[config.mk]
export PLATFORM = sky130hd
export DESIGN_NAME = cdb_arbiter
export DESIGN_NICKNAME = d
export VERILOG_FILES = /design/src/rtl/rv32i_types.sv /design/src/rtl/rr_arbiter.sv /design/src/rtl/cdb_arbiter.sv
export SDC_FILE = /design/constraint.sdc
export NUM_CORES = 1
export LEC_CHECK = 0
export BUFFER_PORTS_ARGS = -buffer_cell sky130_fd_sc_hd__buf_2
export CAP_MARGIN = 20
export CORE_MARGIN = 10
export CORE_UTILIZATION = 26
export CTS_BUF_LIST = sky130_fd_sc_hd__clkbuf_8
export DETAILED_ROUTE_END_ITERATION = 8
export GPL_TIMING_DRIVEN = 0
export MAX_ROUTING_LAYER = met4
export SLEW_MARGIN = 10
export SYNTH_ARGS = -nofsm -noshare
export SYNTH_HDL_FRONTEND = slang
export SYNTH_HIERARCHICAL = 1
export SYNTH_SLANG_ARGS = --single-unit
[constraint.sdc]
create_clock -name clk -period 4.8 [get_ports clk]
set_clock_uncertainty 0.1 [all_clocks]
set_input_delay 0.24 -clock clk [delete_from_list [all_inputs] [get_ports clk]]
set_output_delay 0.24 -clock clk [all_outputs]
set_load 0.01 [all_outputs]
[src/rtl/rv32i_types.sv]
// Shared core types: ROB index width and the CDB broadcast record used by
// the reservation stations, ROB and RAT.
package rv32i_types;

  localparam int ROB_PTR_W = 5;
  localparam int CDB_TAG_W = 6;

  typedef struct packed {
    logic                 vld;
    logic [CDB_TAG_W-1:0] tag;
    logic [31:0]          wdata;
    logic [ROB_PTR_W-1:0] inst_id;
  } cdb_t;

endpackage

[src/rtl/rr_arbiter.sv]
// Combinational round-robin pick: first requester at or after ptr_i,
// wrapping at N (N need not be a power of two).
module rr_arbiter #(
  parameter int N  = 4,
  parameter int PW = (N > 1) ? $clog2(N) : 1
) (
  input  logic [N-1:0]  req_i,
  input  logic [PW-1:0] ptr_i,
  output logic [N-1:0]  gnt_o,
  output logic [PW-1:0] idx_o,
  output logic          vld_o
);

  logic [PW:0] cand;

  // Walk the search order ptr, ptr+1, ... and keep the first requester.
  always_comb begin
    cand  = '0;
    idx_o = '0;
    vld_o = 1'b0;
    gnt_o = '0;
    for (int k = 0; k < N; k++) begin
      cand = {1'b0, ptr_i} + (PW+1)'(k);
      if (cand >= (PW+1)'(N)) begin
        cand = cand - (PW+1)'(N);
      end else begin
        cand = cand;
      end
      for (int u = 0; u < N; u++) begin
        if (!vld_o && req_i[u] && (cand == (PW+1)'(u))) begin
          vld_o = 1'b1;
          idx_o = PW'(u);
        end else begin
          vld_o = vld_o;
        end
      end
    end
    for (int u = 0; u < N; u++) begin
      gnt_o[u] = vld_o && (idx_o == PW'(u));
    end
  end

endmodule

[src/rtl/cdb_arbiter.sv]
// CDB arbiter: grants one execution-unit result per cycle round-robin and
// broadcasts it on a registered common data bus the following cycle.
module cdb_arbiter
  import rv32i_types::*;
#(
  parameter int NUM_EXU = 4,
  parameter int TAG_W   = CDB_TAG_W
) (
  input  logic                           clk,
  input  logic                           rst,
  input  logic [NUM_EXU-1:0]             exu_req,
  input  logic [NUM_EXU*TAG_W-1:0]       exu_tag,
  input  logic [NUM_EXU*32-1:0]          exu_wdata,
  input  logic [NUM_EXU*ROB_PTR_W-1:0]   exu_inst_id,
  output logic [NUM_EXU-1:0]             exu_rdy,
  output logic                           cdb_vld,
  output logic [TAG_W-1:0]               cdb_tag,
  output logic [31:0]                    cdb_wdata,
  output logic [ROB_PTR_W-1:0]           cdb_inst_id
);

  localparam int PW = (NUM_EXU > 1) ? $clog2(NUM_EXU) : 1;

  logic [PW-1:0]        ptr_q, ptr_d;
  logic [PW-1:0]        win_idx;
  logic                 win_vld;
  logic [31:0]          grant_cnt, grant_cnt_d;
  logic [TAG_W-1:0]     tag_d;
  logic [31:0]          wdata_d;
  logic [ROB_PTR_W-1:0] inst_id_d;

  rr_arbiter #(.N(NUM_EXU), .PW(PW)) u_rr (
    .req_i (exu_req),
    .ptr_i (ptr_q),
    .gnt_o (exu_rdy),
    .idx_o (win_idx),
    .vld_o (win_vld)
  );

  // Winner mux plus next pointer; the pointer wraps at NUM_EXU, not 2^PW.
  always_comb begin
    tag_d       = '0;
    wdata_d     = '0;
    inst_id_d   = '0;
    for (int i = 0; i < NUM_EXU; i++) begin
      if (win_idx == PW'(i)) begin
        tag_d     = exu_tag[i*TAG_W +: TAG_W];
        wdata_d   = exu_wdata[i*32 +: 32];
        inst_id_d = exu_inst_id[i*ROB_PTR_W +: ROB_PTR_W];
      end else begin
        tag_d     = tag_d;
      end
    end
    if (!win_vld) begin
      ptr_d       = ptr_q;
      grant_cnt_d = grant_cnt;
    end else if (win_idx == PW'(NUM_EXU - 1)) begin
      ptr_d       = '0;
      grant_cnt_d = grant_cnt + 32'd1;
    end else begin
      ptr_d       = win_idx + PW'(1);
      grant_cnt_d = grant_cnt + 32'd1;
    end
  end

  // Pointer, counter and broadcast register; payload holds when idle.
  always_ff @(posedge clk) begin
    if (rst) begin
      ptr_q       <= '0;
      grant_cnt   <= 32'd0;
      cdb_vld     <= 1'b0;
      cdb_tag     <= '0;
      cdb_wdata   <= 32'd0;
      cdb_inst_id <= '0;
    end else begin
      ptr_q       <= ptr_d;
      grant_cnt   <= grant_cnt_d;
      cdb_vld     <= win_vld;
      if (win_vld) begin
        cdb_tag     <= tag_d;
        cdb_wdata   <= wdata_d;
        cdb_inst_id <= inst_id_d;
      end else begin
        cdb_tag     <= cdb_tag;
        cdb_wdata   <= cdb_wdata;
        cdb_inst_id <= cdb_inst_id;
      end
    end
  end

endmodule
; Word level (Yosys, flattened, before mapping)
; Index checks and enable logic that the tools add are counted.
[word_totals]
reg_bits = 46
inputBits = 178
output_inout_bits = 48
word_cells = 135
[classes]
n_addsub = 8
n_lt_le_gt_ge = 4
eq_ne = 15
n_mux = 48
n_reduce_logical = 55
[ops]
columns = cell, count
row1 = $mux W32, 4
row2 = $logic_and A1 B1 Y1, 35
row3 = $mux W2, 15
row4 = $eq A3 B2 Y1 const B, 8
row5 = $mux W6, 4
row6 = $mux W5, 4
row7 = $mux W1, 17
row8 = $logic_not A1 Y1, 15
row9 = $eq A3 B1 Y1 const B, 4
row10 = $logic_not A3 Y1, 4
row11 = $mux W3, 4
row12 = $ge A3 B3 Y1 const B, 3
row13 = $sub A3 B3 Y3 const B, 3
row14 = $add A2 B2 Y3 const B, 2
row15 = $eq A2 B2 Y1 const B, 2
row16 = $add A2 B1 Y3 const B, 1
row17 = $ge A2 B3 Y1 const B, 1
row18 = $sub A2 B3 Y3 const B, 1
row19 = $add A2 B1 Y2 const B, 1
row20 = $eq A2 B1 Y1 const B, 1
row21 = $logic_not A2 Y1, 1

; Logic depth before layout (Yosys ltp)
; Gate-level depths: netlist of the first run.
[depth]
word_depth = 70
ltp_mapped = 12

; By module
; The synthesis of the first run kept the hierarchy.
[by_module_without_submodules]
columns = module, n_inst, cells_each, area_each_um2
row1 = cdb_arbiter, 1, 316, 2989.1
row2 = rr_arbiter, 1, 31, 195.2

; Worst setup path after synthesis of the first run
; OpenSTA, ideal clock, no wires.
[synth_timing]
path_type = flip-flop to flip-flop
startpoint = register ptr_q[0]
endpoint = register cdb_wdata[10]
setup_ns = 0.128
arrival_time_ns = 2.008
path_slack_ns = 2.565
path_stages_with_launch = 10
path_buffers = 2
period_less_slack_ns = 2.235
cell_sequence = dfxtp_1 -> nor2_2 -> o21bai_1 -> a221oi_2 -> inv_1 -> ha_1 -> buf_4 -> dlymetal6s2s_1 -> a221oi_2 -> o22ai_1
[synth_between]
elab_chain_cells = 70
elab_cells_between_ends = 116
classes_between = 7 x add/sub / 4 x order compare / 15 x eq/ne / 39 x mux / 51 x reduce/logical
[synth_lines]
columns = item, line
row1 = "start, declared", cdb_arbiter.sv:24  ; logic [PW-1:0] ptr_q, ptr_d;
row2 = "start signal, assigned", cdb_arbiter.sv:76  ; ptr_q <= ptr_d;
row3 = $sub A2 B3 Y3 or $ge A2 B3 Y1 (tied branches), "rr_arbiter.sv:25, rr_arbiter.sv:24"
row4 = $mux W3, rr_arbiter.sv:24  ; if (cand >= (PW+1)'(N)) begin
row5 = $logic_not A3 Y1, rr_arbiter.sv:30  ; if (!vld_o && req_i[u] && (cand == (PW+1)'(u))) begin
row6 = $logic_and A1 B1 Y1, rr_arbiter.sv:30
row7 = $mux W1, rr_arbiter.sv:30
row8 = $logic_not A1 Y1, rr_arbiter.sv:30
row9 = $logic_and A1 B1 Y1 (2 in a row), rr_arbiter.sv:30
row10 = $mux W1, rr_arbiter.sv:30
row11 = (+51 left out), --
row12 = $mux W1, rr_arbiter.sv:30
row13 = $logic_not A1 Y1, rr_arbiter.sv:30
row14 = $logic_and A1 B1 Y1 (2 in a row), rr_arbiter.sv:30
row15 = $mux W2 *, rr_arbiter.sv:30
row16 = net win_idx[0], cdb_arbiter.sv:25  ; logic [PW-1:0] win_idx;
row17 = $logic_not A2 Y1, cdb_arbiter.sv:46  ; if (win_idx == PW'(i)) begin
row18 = $mux W32 (3 in a row), cdb_arbiter.sv:46
row19 = $mux W32 *, cdb_arbiter.sv:46
row20 = "end signal, assigned", cdb_arbiter.sv:81  ; cdb_wdata <= wdata_d;
row21 = "end signal, assigned", cdb_arbiter.sv:85  ; cdb_wdata <= cdb_wdata;
row22 = "end, declared", cdb_arbiter.sv:18  ; output logic [31:0] cdb_wdata,
; Mark *: on every way through the listed nets, which the timed path passes. The rest lies on a longest branch.
; A chain may end at the register's enable or synchronous reset.

; Final worst setup path of the first run
[layout_timing]
startpoint = register ptr_q[0]
endpoint = register cdb_wdata[5]
; Same word-level chain as after synthesis.

==> results.sh, run 1 <==
export IMPL_critPathMaxStageDelay_ns=0.57
export IMPL_post_route_min_period_ns=2.62
export IMPL_fin_total_pwr_w=0.00156
export IMPL_worst_endpoint_required_ns=4.88
export IMPL_final_area_mm2=0.00459
export IMPL_worst_setup_path_end_kind="flip-flop"
export IMPL_critPathMaxFanout=10
export IMPL_cp_num_buf_inv=3
export IMPL_worstSkewPairLatency_ns=0.29
export IMPL_start_kind="flip-flop"
export IMPL_maxCapViolCount=0
export IMPL_synth_cell_types=39
export IMPL_finalWorstSetupSlack_ns=2.18
export IMPL_synth_nets=529
export IMPL_synth_avg_cell_area_um2=9.18
export IMPL_ys_seq_elements=46
export IMPL_crit_path_frequent_cell="a221oi_2"
export IMPL_die_y_um=131
export IMPL_ctsHoldBuffers=0
export IMPL_grt_pass1_vias=3937
export IMPL_arrival_ns=2.70
export IMPL_status="complete, no violations"
export IMPL_cts_sinks=46
export IMPL_cts_tree="yes"
export IMPL_routed_wl_mm=14.4
export IMPL_grtUsageTotal_pct=16.0
export IMPL_cp_slowest_cell="dfxtp_1"
export IMPL_cts_buffers=5
export IMPL_die_area_mm2=0.0171
export IMPL_drt_initial_drc_count=203
export IMPL_antenna_left=0
export IMPL_io_buffers=224
export IMPL_hold_class="in -> reg"
export IMPL_postPlaceCellArea_mm2=0.00449
export IMPL_synth_top_area_share_pct=28.9
export IMPL_htreeDepth=2
export IMPL_tightest_slew_ns=0.641
export IMPL_grt_pass1_wl_mm=21.1
export IMPL_drtPass1Iterations=4
export IMPL_ir_worst_vdd_uv=101
export IMPL_grt_overflow_total=0
export IMPL_gp_congestion=0.864
export IMPL_ios=226
export IMPL_critPathTopFamily="compound AO/OA/AOI/OAI gates"
export IMPL_crit_path_cell_trace="nor2_2 -> o21bai_1 -> a221oi_2 -> inv_1 -> ha_1 -> buf_4 -> dlymetal6s2s_1 -> a221oi_2 -> o22ai_1"
export IMPL_synthArstFlopShare_pct=0
export IMPL_antenna_found_initial=2
export IMPL_viasPerCell=5.08
export IMPL_drv_slew=0
export IMPL_place_ws_ns=2.18
export IMPL_die_w_um=131
export IMPL_clk_path_buf_depth=2
export IMPL_synth_top_area_cell="dfxtp_1"
export IMPL_row_count=40
export IMPL_final_nets=760
export IMPL_synth_cells=347
export IMPL_syn_cell_area_mm2=0.00318
export IMPL_grt_start_max_net_pins=14
export IMPL_setup_violations=0
export IMPL_ys_seq_area_share_pct=28.9
export IMPL_drive_above_1_share_pct=54.9
export IMPL_yosys_warnings=6
export IMPL_leakage_nw=2.10
export IMPL_post_cts_buffers=0
export IMPL_initial_core_util_pct=26.5
export IMPL_area_growth_pct=44.0
export IMPL_core_mm2=0.0120
export IMPL_wl_per_cell_um=19.8
export IMPL_synth_area_top_cells="dfxtp_1, a221oi_2, o22ai_1, a21oi_1, nor2b_1"
export IMPL_vias=3696
export IMPL_drc=0
export IMPL_finalSetupTns_ns=0
export IMPL_cts_root_buf="clkbuf_8"
export IMPL_fmax_mhz=382
export IMPL_hpwl_mm=11.3
export IMPL_power_density_mw_per_mm2=341
export IMPL_grt_setup_unrepaired="false"
export IMPL_finalHoldViolCount=0
export IMPL_synth_ff_type="dfxtp_1"
export IMPL_slew_headroom_pct=57.2
export IMPL_synth_most_common_cell="dfxtp_1"
export IMPL_crit_type="reg -> reg"
export IMPL_synth_edf_count=0
export IMPL_clk_pin_slew_worst_paths_ns=0.09
export IMPL_finalCritPeriodShare_pct=54.6
export IMPL_cts_repair_resize_count=0
export IMPL_synth_commonest_cells="dfxtp_1, a21oi_1, o22ai_1"
[per-layer routing]
metal,track usage (%),vias to the layer above,share of wire [%]
li1,-,1797,-
met5,-,-,0
met3,3.46,15,7.9
met1,17.8,1729,40
met4,4.77,0,1.8
met2,28.2,155,51
[cell usage in the layout (no fill, tap or decap), types with 10 or more instances in the layout]
| cell | synthesis | layout |
|---|---|---|
| a221oi_2 | 41 | 41 |
| a21oi_1 | 44 | 44 |
| o21ai_1 | 40 | 40 |
| buf_2 | 10 | 234 |
| nor2b_1 | 35 | 35 |
| dfxtp_1 | 46 | 46 |
| o22ai_1 | 43 | 43 |
| clkbuf_8 | 4 | 10 |
| buf_6 | 11 | 11 |
[kinds of logic after synthesis]
logic type      synth area share [%]
compound gates                  44.8
mux                            0.629
buf+inv                         10.8
fa+ha+maj                       1.57
simple gates                    13.3
flops                           28.9
[power by group]
part	switching (W)	internal, W
sequential	0.0000417	0.000466
clock	0.000138	0.000114
combinational	0.000429	0.000376
[worst reg2reg max path, cell delays in order (launching register included)]
cell and delay [ns]:
dfxtp_1 0.57, nor2_2 0.08, o21bai_1 0.17, a221oi_2 0.35, inv_1 0.11, ha_1 0.21
buf_4 0.17, dlymetal6s2s_1 0.34, a221oi_2 0.28, o22ai_1 0.12
[registers in the layout (all words and copies together), names as in the netlist]
| name | cells |
|---|---|
| cdb_tag | 6 |
| cdb_vld | 1 |
| ptr_q | 2 |
| cdb_inst_id | 5 |
| cdb_wdata | 32 |
[path summary, 6_finish.rpt]
| check | slack (ns) | endpoint | cells past startpoint | start |
|---|---|---|---|---|
| setup / recovery | 2.18 | cdb_wdata[5]$_SDFFE_PP0P_ | 9 | ptr_q[0]$_SDFFE_PP0P_ |
| hold / removal | 0.09 | cdb_wdata[4]$_SDFFE_PP0P_ | 3 | exu_wdata[68] |
| setup reg to reg | 2.18 | cdb_wdata[5]$_SDFFE_PP0P_ | 9 | ptr_q[0]$_SDFFE_PP0P_ |
| hold reg to reg | 0.45 | ptr_q[1]$_SDFFE_PP0P_ | 2 | ptr_q[1]$_SDFFE_PP0P_ |
[metrics by stage]
stage	hold WS, ns	util (%)	cells
floorplan	0.302	-	347
global placement	0.394	37.4	718
detailed placement	0.405	37.4	718
CTS	0.0750	38.1	726
global route	0.0899	38.2	728
finish	0.0890	38.2	728
[final cells by class]
cell class	count	area (µm²)
Sequential cell	46	921
Antenna cell	2	5.00
Buffer	40	324
Tap cell	147	184
Clock buffer	6	82.6
Multi-Input combinational cell	256	1920
Clock inverter	2	8.76
Fill cell	1266	7430
Timing Repair Buffer	224	1120
Inverter	5	18.8
No activity file was read; power rests on OpenSTA's default activity.
==> run 2: changes to the inputs <==
==> constraint.sdc (replaced) <==
create_clock -name clk -period 2.2 [get_ports clk]
set_clock_uncertainty 0.1 [all_clocks]
set_input_delay 0.11 -clock clk [delete_from_list [all_inputs] [get_ports clk]]
set_output_delay 0.11 -clock clk [all_outputs]
set_load 0.01 [all_outputs]
==> run 2 against run 1 <==
  * Final cell count is 17% higher
  * The flow now finishes with violations (negative hold slack, negative setup slack)
  * Sequential power is 120% higher
  * Routed wire length is 20% higher
  * Critical endpoint is now cdb_wdata[17]$_SDFFE_PP0P_
  * Via count is 18% higher
  * Cell area is 38% higher
==> results.sh, run 2 (synthesized netlist as in run 1, its figures left out) <==
export IMPL_slew_headroom_pct=57.9
export IMPL_io_buffers=224
export IMPL_finalSetupTns_ns=-2.87
export IMPL_crit_path_cell_trace="buf_6 -> nor2_4 -> o21bai_4 -> a221oi_4 -> ha_4 -> buf_8 -> nor2b_4 -> buf_12 -> clkbuf_16 -> a221oi_2 -> o22ai_1"
export IMPL_use_met1_pct=19.2
export IMPL_clk_path_buf_depth=2
export IMPL_cts_buffers=5
export IMPL_antenna_left=0
export IMPL_place_ws_ns=-0.374
export IMPL_finalHoldViolCount=1
export IMPL_setup_violations=40
export IMPL_drive_above_1_share_pct=50.0
export IMPL_gp_congestion=0.852
export IMPL_postPlaceCellArea_mm2=0.00449
export IMPL_stdcell_count=854
export IMPL_layout_common_cells="buf_2, dlygate4sd3_1, a21oi_1, dfxtp_1, o21ai_1"
export IMPL_die_w_um=131
export IMPL_critPathMaxStageDelay_ns=0.34
export IMPL_hold_class="in -> reg"
export IMPL_grt_setup_unrepaired="true"
export IMPL_largest_reg_flops=32
export IMPL_reg_largest_list="cdb_wdata (32), cdb_tag (6), cdb_inst_id (5)"
export IMPL_cp_slowest_cell="dfxtp_2"
export IMPL_final_area_mm2=0.00631
export IMPL_antenna_found_initial=2
export IMPL_grt_pass1_vias=4667
export IMPL_clk_pin_slew_worst_paths_ns=0.09
export IMPL_crit_type="reg -> reg"
export IMPL_max_flop_register="cdb_wdata"
export IMPL_hpwl_mm=11.3
export IMPL_use_met2_pct=32.2
export IMPL_grtUsageMet3_pct=5.04
export IMPL_post_route_min_period_ns=2.32
export IMPL_routed_wl_mm=17.3
export IMPL_worst_endpoint_required_ns=2.28
export IMPL_htreeDepth=2
export IMPL_maxCapViolCount=0
export IMPL_leakage_nw=2.75
export IMPL_finalWorstSetupSlack_ns=-0.117
export IMPL_placedCellCount=718
export IMPL_arrival_ns=2.39
export IMPL_grt_overflow_total=0
export IMPL_cts_sinks=46
export IMPL_violations="negative hold slack, negative setup slack"
export IMPL_worst_setup_path_end_kind="flip-flop"
export IMPL_finalCritPeriodShare_pct=105
export IMPL_ir_worst_vdd_uv=268
export IMPL_start_kind="flip-flop"
export IMPL_final_nets=884
export IMPL_status="finished, violations left"
export IMPL_die_y_um=131
export IMPL_fmax_mhz=432
export IMPL_viasPerCell=5.13
export IMPL_seq_area_um2=926
export IMPL_drt_initial_drc_count=202
export IMPL_tightest_slew_ns=0.632
export IMPL_layout_commonest_cell="buf_2"
export IMPL_critPathMaxFanout=7
export IMPL_cts_tree="yes"
export IMPL_cts_root_buf="clkbuf_8"
export IMPL_area_growth_pct=98.1
export IMPL_core_mm2=0.0120
export IMPL_die_area_mm2=0.0171
export IMPL_power_density_mw_per_mm2=653
export IMPL_drv_slew=0
export IMPL_worstSkewPairLatency_ns=0.30
export IMPL_drc=0
export IMPL_drtPass1Iterations=4
export IMPL_ios=226
export IMPL_grt_start_max_net_pins=13
export IMPL_hold_slack_ns=-0.00538
export IMPL_fill_cells=1040
export IMPL_multiInputGateArea_mm2=0.00222
export IMPL_vias=4378
export IMPL_wl_per_cell_um=20.3
export IMPL_globalRoute_busiestLayer="met2"
export IMPL_initial_core_util_pct=26.5
export IMPL_row_count=40
export IMPL_grt_pass1_wl_mm=24.3
export IMPL_grtUsageTotal_pct=18.7
## run 2: cell count changes in the layout (fill, tap and decap cells not counted), sizes merged
cell	before	now
dlygate4sd3	0	108
buf	252	263
clkbuf	17	21
diode	2	5
clkinv	1	0
inv	6	7
## run 2: cell type report
type | instances | share of cell area (%)
well taps | 147 | 2.92
repair buffers | 349 | 38.9
inverters | 5 | 0.377
diodes | 5 | 0.198
clock inverters | 2 | 0.119
multi-input cells | 256 | 35.1
clock buffers | 5 | 1.09
flip-flops and latches | 46 | 14.7
plain buffers | 39 | 6.56
## run 2: where the power goes
group	total, W	internal, W	switching (W)
registers	0.00111	0.00102	0.0000862
logic	0.00251	0.00133	0.00118
clock network	0.000502	0.000210	0.000291
total	0.00412	0.00256	0.00156
## run 2: layer usage
metal / part of all wire, % / up-vias
li1: - / 2057
met1: 37 / 2062
met2: 51 / 203
met3: 8.2 / 56
met4: 3.7 / 0
met5: 0 / -
## run 2: metrics by stage
stage          utilization (%)  power (W)
6_report                  52.5    0.00412
3_5_place_dp              37.4    0.00289
4_1_cts                   48.9    0.00375
5_1_grt                   52.5    0.00436
2_1_floorplan                -    0.00225
3_3_place_gp              37.4    0.00285
## run 2: worst paths after layout
check | slack, ns | depth (start not counted) | end | start
setup / recovery | -0.12 | 11 | cdb_wdata[17]$_SDFFE_PP0P_ | ptr_q[1]$_SDFFE_PP0P_
hold / removal | -0.005 | 3 | cdb_wdata[26]$_SDFFE_PP0P_ | exu_wdata[26]
setup reg to reg | -0.12 | 11 | cdb_wdata[17]$_SDFFE_PP0P_ | ptr_q[1]$_SDFFE_PP0P_
hold reg to reg | 0.51 | 3 | ptr_q[1]$_SDFFE_PP0P_ | ptr_q[1]$_SDFFE_PP0P_
## run 2: timing repair
item	in CTS	in global routing
hold buffers	105	3
resized for setup	28	45
hold endpoints to repair	40	2
pin swaps	26	28
cloned	0	5
setup buffers	10	3
setup endpoints to repair	43	43
## run 2: worst max-delay path, delay by kind of cell (launching register included)
family,cells,cell delay (ns)
buffers and inverters,4,0.56
AND/OR/NAND/NOR,2,0.10
AO/OA/AOI/OAI,4,0.86
adder cells (fa/ha/maj),1,0.22
flip-flops,1,0.34
